[src/rtl/input_deserializer.sv]
// Packs a stream of DATA_WIDTH-bit words into DATA_WIDTH*WORDS_PER_LINE-bit lines
// and writes each finished line to consecutive memory addresses from a programmed base.
module input_deserializer #(
    parameter int DATA_WIDTH     = 16,
    parameter int WORDS_PER_LINE = 16,
    parameter int ADDR_WIDTH     = 12
) (
    input  logic                                 clk,
    input  logic                                 rst_n,
    input  logic                                 start,
    input  logic [ADDR_WIDTH-1:0]                base_addr,
    input  logic [ADDR_WIDTH-1:0]                num_lines,
    output logic                                 input_rdy,
    input  logic                                 input_vld,
    input  logic [DATA_WIDTH-1:0]                input_data,
    output logic                                 mem_we,
    output logic [ADDR_WIDTH-1:0]                mem_addr,
    output logic [DATA_WIDTH*WORDS_PER_LINE-1:0] mem_wdata,
    input  logic                                 mem_gnt,
    output logic                                 busy,
    output logic                                 done
);

    localparam int WCW = (WORDS_PER_LINE > 1) ? $clog2(WORDS_PER_LINE) : 1;
    localparam logic [WCW-1:0] LAST_WORD = WCW'(WORDS_PER_LINE - 1);

    typedef enum logic [1:0] {
        S_IDLE  = 2'd0,
        S_FILL  = 2'd1,
        S_WRITE = 2'd2
    } state_t;

    state_t                               state_q, state_d;
    logic [WCW-1:0]                       word_cnt_q;
    logic [ADDR_WIDTH-1:0]                line_cnt_q;
    logic [ADDR_WIDTH-1:0]                base_q;
    logic [ADDR_WIDTH-1:0]                num_q;
    logic [DATA_WIDTH*WORDS_PER_LINE-1:0] wdata_q;
    logic                                 done_q;

    logic hs;
    logic last_word;
    logic last_line;

    assign hs        = input_vld & input_rdy;
    assign last_word = (word_cnt_q == LAST_WORD);
    assign last_line = (line_cnt_q == (num_q - ADDR_WIDTH'(1)));

    always_ff @(posedge clk or negedge rst_n) begin
        if (!rst_n) begin
            state_q <= S_IDLE;
        end else begin
            state_q <= state_d;
        end
    end

    always_comb begin
        state_d = state_q;
        case (state_q)
            S_IDLE: begin
                if (start && (num_lines != '0)) state_d = S_FILL;
            end
            S_FILL: begin
                if (hs && last_word) state_d = S_WRITE;
            end
            S_WRITE: begin
                if (mem_gnt) state_d = last_line ? S_IDLE : S_FILL;
            end
            default: state_d = S_IDLE;
        endcase
    end

    always_comb begin
        input_rdy = (state_q == S_FILL);
        mem_we    = (state_q == S_WRITE);
        busy      = (state_q != S_IDLE);
        mem_addr  = mem_we ? (base_q + line_cnt_q) : '0;
        mem_wdata = wdata_q;
        done      = done_q;
    end

    // Line buffer is never cleared between lines; every slot is overwritten before the write.
    always_ff @(posedge clk or negedge rst_n) begin
        if (!rst_n) begin
            word_cnt_q <= '0;
            line_cnt_q <= '0;
            base_q     <= '0;
            num_q      <= '0;
            wdata_q    <= '0;
            done_q     <= 1'b0;
        end else begin
            done_q <= ((state_q == S_IDLE) && start && (num_lines == '0)) ||
                      ((state_q == S_WRITE) && mem_gnt && last_line);
            case (state_q)
                S_IDLE: begin
                    if (start) begin
                        base_q     <= base_addr;
                        num_q      <= num_lines;
                        word_cnt_q <= '0;
                        line_cnt_q <= '0;
                    end
                end
                S_FILL: begin
                    if (hs) begin
                        wdata_q[DATA_WIDTH*word_cnt_q +: DATA_WIDTH] <= input_data;
                        word_cnt_q <= last_word ? '0 : word_cnt_q + WCW'(1);
                    end
                end
                S_WRITE: begin
                    if (mem_gnt && !last_line) line_cnt_q <= line_cnt_q + ADDR_WIDTH'(1);
                end
                default: ;
            endcase
        end
    end

endmodule

[config.mk]
export PLATFORM = sky130hd
export DESIGN_NAME = input_deserializer
export DESIGN_NICKNAME = d
export VERILOG_FILES = /design/src/rtl/input_deserializer.sv
export SDC_FILE = /design/constraint.sdc
export NUM_CORES = 1
export LEC_CHECK = 0
export ABC_AREA = 1
export CAP_MARGIN = 20
export CORE_MARGIN = 2
export CORE_UTILIZATION = 40
export DETAILED_ROUTE_END_ITERATION = 6
export GPL_TIMING_DRIVEN = 0
export HOLD_SLACK_MARGIN = 0.03
export PLACE_DENSITY = 0.64
export SETUP_SLACK_MARGIN = 0.02
export SLEW_MARGIN = 20
export SYNTH_ARGS = -nofsm -noshare
export SYNTH_HDL_FRONTEND = slang
export SYNTH_SLANG_ARGS = --single-unit
[constraint.sdc]
create_clock -name clk -period 3.93 [get_ports clk]
set_clock_uncertainty 0.2 [all_clocks]
set_input_delay 0.5895 -clock clk [delete_from_list [all_inputs] [get_ports clk]]
set_output_delay 0.5895 -clock clk [all_outputs]
set_load 0.01 [all_outputs]
==> summary.md, run 1 <==
| Metric | Value |
|---|---|
| Synthesized instance count | `between 1500 and 2000` |
| Total Nets Final | `about 2100` |
| RSZ-0062 raised after global routing | `no` |
| Register area share after synthesis | `0.523` |
| PwrDens | `750 nW/um2` |
| # rows | `69` |
| Primary FF master, synth | `dfrtp_1` |
| HP Class | `register to register` |
| Clock Tree Buf Depth | `3` |
| Fraction of registers with async set/reset | `1.00` |
| Initial antenna violation count | `3` |
| Synth warn | `0` |
| Pleak | `roughly 0.0085 uW` |
| WP data required | `3.14 ns` |
| Pin count of the biggest net entering global routing | `100` |
| H-tree depth | `2` |
| Vias/cell | `around 5.3` |
| CP Launch Type | `register` |
| Chip Height | `193 um` |
| Critical path capture point type | `output pin` |
| Core Box Area | `35400 um2` |
| Via Count | `13500` |
| DR DRC count | `0` |
| Filler cell count | `3358` |
| Initial DRC count | `about 870` |
| First-pass GRT wire length | `about 76000 um` |
| Layout Cells excl Fill | `about 2600` |
| Largest family of logic cells by synthesized area | `simple AND/OR/NAND/NOR gates` |
| Share of layout cells above drive strength 1 | `0.0697` |
| Share of the synthesized area in the top cell type | `0.523` |
| Root Driver | `clkbuf_16` |
| Final setup fails | `0` |
| GPL Wtd Cong | `0.906` |
| Cell taking the most area after synthesis | `dfrtp_1` |
| Post-synthesis mux area share | `0.00315` |
| Initial DRT Pass Iterations | `7` |
| Synth Area in Simple Gates | `0.268` |
| Detailed Route WL | `~50000 um` |
| CTS tree | `built` |
| Overall routing resource usage | `0.267` |
| XOR/XNOR share of the synthesized area | `0.0160` |
| Fin crit period | `roughly 3.7 ns` |
| Worst IR Drop VDD | `between 0.4 and 0.5 mV` |
| Period utilization | `0.935` |
| Max Cap Viol | `0` |
| WP data arrival | `~2.9 ns` |
| Initial Util | `0.404` |
| Syn_nets | `~1800` |
| Max-slew headroom | `0.359` |
| Worst-path fanout max | `10` |
| Status | `finished clean` |
| Synthesized-area fraction occupied by adder cells | `0.0154` |
| Hold_ws | `between 0.2 and 0.3 ns` |
| Die area | `37300 um2` |
| Final Hold Violating Endpoints | `0` |
| Yosys reg bits | `~300` |
| Setup TNS | `0 ns` |
| Port Buf Inserts | `approximately 320` |
| Final HPWL DP | `37400 um` |
| Area of the mapped netlist | `14300 um2` |
| Vias in the first global route | `13200` |
| Mean Syn Cell Area | `between 8 and 9 um2` |
| Io pins | `approximately 320` |
| Max Freq | `around 0.27 GHz` |
| Worst-margin pin slew | `~0.95 ns` |
| Clock sink count | `approximately 300` |
| WS Path Type | `register to output pin` |
| Reg clk slew, reported paths | `about 0.060 ns` |
| EDFF count, synth | `0` |
| Post-synthesis compound-gate area fraction | `0.107` |
| Slew Viols, Final | `0` |
| Clock Latency Late Sink | `between 0.5 and 0.6 ns` |
| Die Wd | `slightly below 200 um` |
| Num CTS Buffers | `35` |
| Routed Antenna Nets | `0` |
| Netlist cell types | `between 40 and 50` |
| Grt ovf | `0` |
| Placed Instances | `between 2000 and 3000` |
| Area delta synth->final | `34.7%` |
| Routed WL per cell | `between 15 and 20 um` |
| Synth area leaders | `dfrtp_1 52%, nand2_1 13%, o21ai_0 8.1%` |
[stage by stage]
stage,total power [uW],util,setup slack [ns],instance area [um2]
3_3_place_gp,11100,0.510,-11.04,18000
4_1_cts,14400,0.545,0.142,19300
6_report,14500,0.545,0.256,19300
5_1_grt,15300,0.544,0.0649,19300
3_5_place_dp,11200,0.512,-0.0682,18100
2_1_floorplan,8200,-,0.904,14300
[cells in the final DEF (no fill, tap or decap), drive strengths merged]
cell type and n:
o211ai 2, clkbuf 121, xor2 16, dlygate4sd2 1, nor2 106, a211oi 1, xnor2 8, or2 1
nor3 56, diode 1, dlygate4sd3 1, clkdlybuf4s50 314, nand3b 1, o21ai 240, o22ai 2, o41ai 3
o21a 3, buf 54, inv 107, o31ai 16, nand4 71, mux2 3, dfrtp 299, bufinv 1
nand3 127, a21oi 20, and3 1, ha 16, nor4 2, clkinv 8, fa 1, nand2 505
o21bai 1, a21o 1
[power by group]
part,internal [uW],total (uW),switching [uW]
Sequential,3850,4430,580
Combinational,2350,6880,4530
Clock,1850,3140,1290
[Yosys cell counts (3+ instances only)]
library cell,number
buf_2,30
nor3_1,53
buf_4,9
xor2_1,16
a21oi_1,19
dfrtp_1,299
ha_1,16
o21ai_1,8
nand4_1,71
o21a_1,3
nand3_1,127
o21ai_0,232
inv_1,99
clkbuf_1,68
o31ai_1,16
mux2_4,3
nor2_4,5
o41ai_1,3
nor2_2,8
buf_6,5
nand2_2,7
buf_1,6
nor2_1,92
nand2_1,498
inv_2,7
xnor2_1,7
[worst max-delay path: stages (launching register included)]
cell and delay [ns]:
dfrtp_1 0.40, inv_1 0.08, nor2_2 0.35, clkinv_1 0.43, clkbuf_1 0.38, nor2_1 0.17, clkdlybuf4s50_1 0.56
[logic make-up after synthesis]
group,Yosys count
muxes,3
AOI/OAI and AO/OA,289
DFF,299
xor gates and xnor gates,24
buffers and inverters,228
and+or+nand+nor,870
adders and majority gates,17
[sequential cells by signal, summed over array words and instances (netlist names)]
name / flops
mem_wdata: 256
base_q: 12
line_cnt_q: 12
num_q: 12
word_cnt_q: 4
state_q: 2
done: 1
[per-layer routing]
| metal | vias to the layer above | GRT usage | wire, um |
|---|---|---|---|
| li1 | 6442 | - | - |
| met3 | 113 | 0.0521 | 3640 |
| met4 | 4 | 0.0941 | 1880 |
| met2 | 467 | 0.424 | 23100 |
| met1 | 6503 | 0.365 | 21400 |
| met5 | - | 0 | 25 |
[path summary, 6_finish.rpt]
path | start | to | slack, ns | cells after the start
worst min-delay path | base_q[2] | base_q[2] | 0.28 | 2
min in group asynchronous | rst_n | num_q[0] | 0.29 | 2
worst max-delay path | state_q[1] | mem_addr[1] | 0.26 | 6
max in group asynchronous | rst_n | mem_wdata[80] | 2.10 | 4
worst max register to register | word_cnt_q[0] | mem_wdata[213] | 0.27 | 11
worst min register to register | base_q[2] | base_q[2] | 0.28 | 2
[cell type report]
cell class	instances	area, um2	area share
clock inverters	8	80.1	0.00415
flip-flops and latches	299	7480	0.388
clock buffers	52	1010	0.0525
repair buffers	320	3260	0.169
inverters	108	405	0.0210
plain buffers	119	559	0.0290
diodes	1	2.50	0.000130
multi-input cells	1203	5900	0.306
well taps	461	577	0.0299
[timing repair]
action	in CTS	in global routing
gates resized for setup	11	0
hold endpoints to repair	13	0
setup endpoints to repair	29	47
setup buffers	0	0
hold buffers	1	0
cloned	0	0
No activity file was read; power rests on OpenSTA's default activity.
==> run 2, diff against run 1 <==
--- a/constraint.sdc
+++ b/constraint.sdc
@@ -3,3 +3,3 @@
 set_input_delay 0.5895 -clock clk [delete_from_list [all_inputs] [get_ports clk]]
 set_output_delay 0.5895 -clock clk [all_outputs]
-set_load 0.01 [all_outputs]
+set_load 0.05 [all_outputs]
==> summary.md, run 2 (synthesis results as in run 1) <==
| Metric | Value |
|---|---|
| Pleak | `between 0.008 and 0.009 uW` |
| CTS tree | `built` |
| Critical path capture point type | `output pin` |
| PwrDens | `~850 nW/um2` |
| Slew Viols, Final | `0` |
| Worst IR Drop VDD | `about 0.6 mV` |
| Max Freq | `0.265 GHz` |
| Clock Tree Buf Depth | `3` |
| Filler cell count | `3361` |
| Internal | `8030 uW` |
| Total power | `around 16000 uW` |
| Clock sink count | `299` |
| Total Nets Final | `2148` |
| Share of layout cells above drive strength 1 | `0.0702` |
| First-pass GRT wire length | `approximately 76000 um` |
| Sw Share | `0.510` |
| Routed Antenna Nets | `0` |
| Die area | `approximately 37000 um2` |
| Num CTS Buffers | `35` |
| Fin crit period | `roughly 3.8 ns` |
| End of the worst hold path | `base_q[2]` |
| Post-Route M1 WL | `approximately 22000 um` |
| Routed WL per cell | `a little under 20 um` |
| Via Count | `approximately 13000` |
| Area delta synth->final | `34.7%` |
| Max Cap Viol | `0` |
| Final HPWL DP | `between 30000 and 40000 um` |
| CP Launch Type | `register` |
| Root Driver | `clkbuf_16` |
| Reg clk slew, reported paths | `about 0.060 ns` |
| Io pins | `317` |
| FF-to-FF path depth | `11` |
| Setup TNS | `0 ns` |
| Initial Util | `0.404` |
| WP data arrival | `2.99 ns` |
| Clock Latency Late Sink | `around 0.52 ns` |
| Period utilization | `0.961` |
| Most frequent cells in the layout | `498 x nand2_1, 308 x clkdlybuf4s50_1, 299 x dfrtp_1` |
| # rows | `69` |
| Clock power frac | `0.191` |
| Seq pwr share | `0.270` |
| Commonest non-fill, non-tap cell in the layout | `nand2_1` |
| GPL Wtd Cong | `about 0.9` |
| WS Path Type | `register to output pin` |
| Postcts setup bufs | `0` |
| Worst-margin pin slew | `roughly 0.95 ns` |
| Status | `finished clean` |
| Grt ovf | `0` |
| Switching power | `roughly 8400 uW` |
| Final setup fails | `0` |
| Top Layer Used | `met5` |
| Vias/cell | `roughly 5.2` |
| R2R setup slack | `~0.27 ns` |
| WL met3 | `3350 um` |
| Detailed Route WL | `50000 um` |
| Die Wd | `slightly below 200 um` |
| Layout Cells excl Fill | `about 2600` |
| Max FFs per register | `between 200 and 300` |
| WP data required | `around 3.1 ns` |
| Pin count of the biggest net entering global routing | `100` |
| Initial DRT Pass Iterations | `4` |
| RSZ-0062 raised after global routing | `no` |
| Reg2reg start | `word_cnt_q[0]` |
| Final Hold Violating Endpoints | `0` |
| Core Util, Final | `0.545` |
| Hold_ws | `0.278 ns` |
| Met2 wire length | `about 23000 um` |
| HP Start | `base_q[2]` |
| Core Box Area | `~35000 um2` |
| Overall routing resource usage | `0.267` |
| Initial DRC count | `slightly below 900` |
| Initial antenna violation count | `3` |
| H-tree depth | `2` |
| Hold Path Cell Cnt | `2` |
| Max-slew headroom | `0.364` |
| DR DRC count | `0` |
| Chip Height | `about 190 um` |
| Comb power frac | `0.539` |
| Placed Instances | `2510` |
| HP Class | `register to register` |
| Worst-path fanout max | `10` |
| Port Buf Inserts | `approximately 320` |
| RR Endpoint | `mem_wdata[85]` |
| Vias in the first global route | `about 13000` |
[run 2: cell count changes in the layout (fill, tap and decap cells not counted), sizes merged]
cell,previous run,this run
clkbuf,121,122
clkdlybuf4s50,314,308
dlygate4sd2,1,2
dlymetal6s2s,0,4
[run 2: layout make-up]
class / count / area, um2 / share of cell area
Buffer: 119 / 559 / 0.0290
Clock inverter: 8 / 80.1 / 0.00415
Timing Repair Buffer: 320 / 3270 / 0.169
Antenna cell: 1 / 2.50 / 0.000130
Sequential cell: 299 / 7480 / 0.388
Clock buffer: 52 / 1010 / 0.0524
Tap cell: 461 / 577 / 0.0299
Multi-Input combinational cell: 1203 / 5900 / 0.306
Inverter: 108 / 407 / 0.0211
[run 2: stage by stage]
step | area (um2) | worst slack [ns]
final | 19300 | 0.152
after global routing | 19300 | 0.0222
after CTS | 19300 | 0.0538
after detailed placement | 18100 | -0.0682
after global placement | 18000 | -11.04
after floorplan | 14300 | 0.773
[run 2: worst max-delay path by stage]
stage	start	end	slack [ns]	cells past startpoint
2_1_floorplan	line_cnt_q[0]	mem_addr[10]	0.77	11
3_3_place_gp	rst_n	mem_wdata[210]	-11.04	1
3_5_place_dp	word_cnt_q[0]	mem_wdata[210]	-0.07	12
4_1_cts	line_cnt_q[0]	mem_addr[10]	0.05	12
5_1_grt	state_q[1]	mem_addr[0]	0.02	6
6_report	state_q[1]	mem_addr[7]	0.15	6
[run 2: per-layer routing]
| metal | vias up | track usage |
|---|---|---|
| li1 | 6437 | - |
| met1 | 6484 | 0.365 |
| met2 | 463 | 0.424 |
| met3 | 104 | 0.0521 |
| met4 | 4 | 0.0941 |
| met5 | - | 0 |
[run 2: critical path, cell delays in order, from the launching register on]
cell and delay, ns:
dfrtp_1 0.40, inv_1 0.08, nor2_2 0.37, clkinv_2 0.30
clkbuf_1 0.34, nor2_1 0.18, clkdlybuf4s50_1 0.81
[run 2: power by group through the flow]
stage / Sequential, uW / Combinational, uW / Clock, uW
global route: 4510 / 9470 / 3320
global placement: 4460 / 8620 / 0
CTS: 4420 / 8790 / 3190
detailed placement: 4440 / 8730 / 0
floorplan: 6500 / 3630 / 0
finish: 4430 / 8840 / 3140
[run 2: what timing repair did]
item                                    in CTS  in global routing
hold buffers                                 1                  0
endpoints found under the setup margin      34                 52
endpoints found under the hold margin       13                  0
gates resized for setup                     14                  8
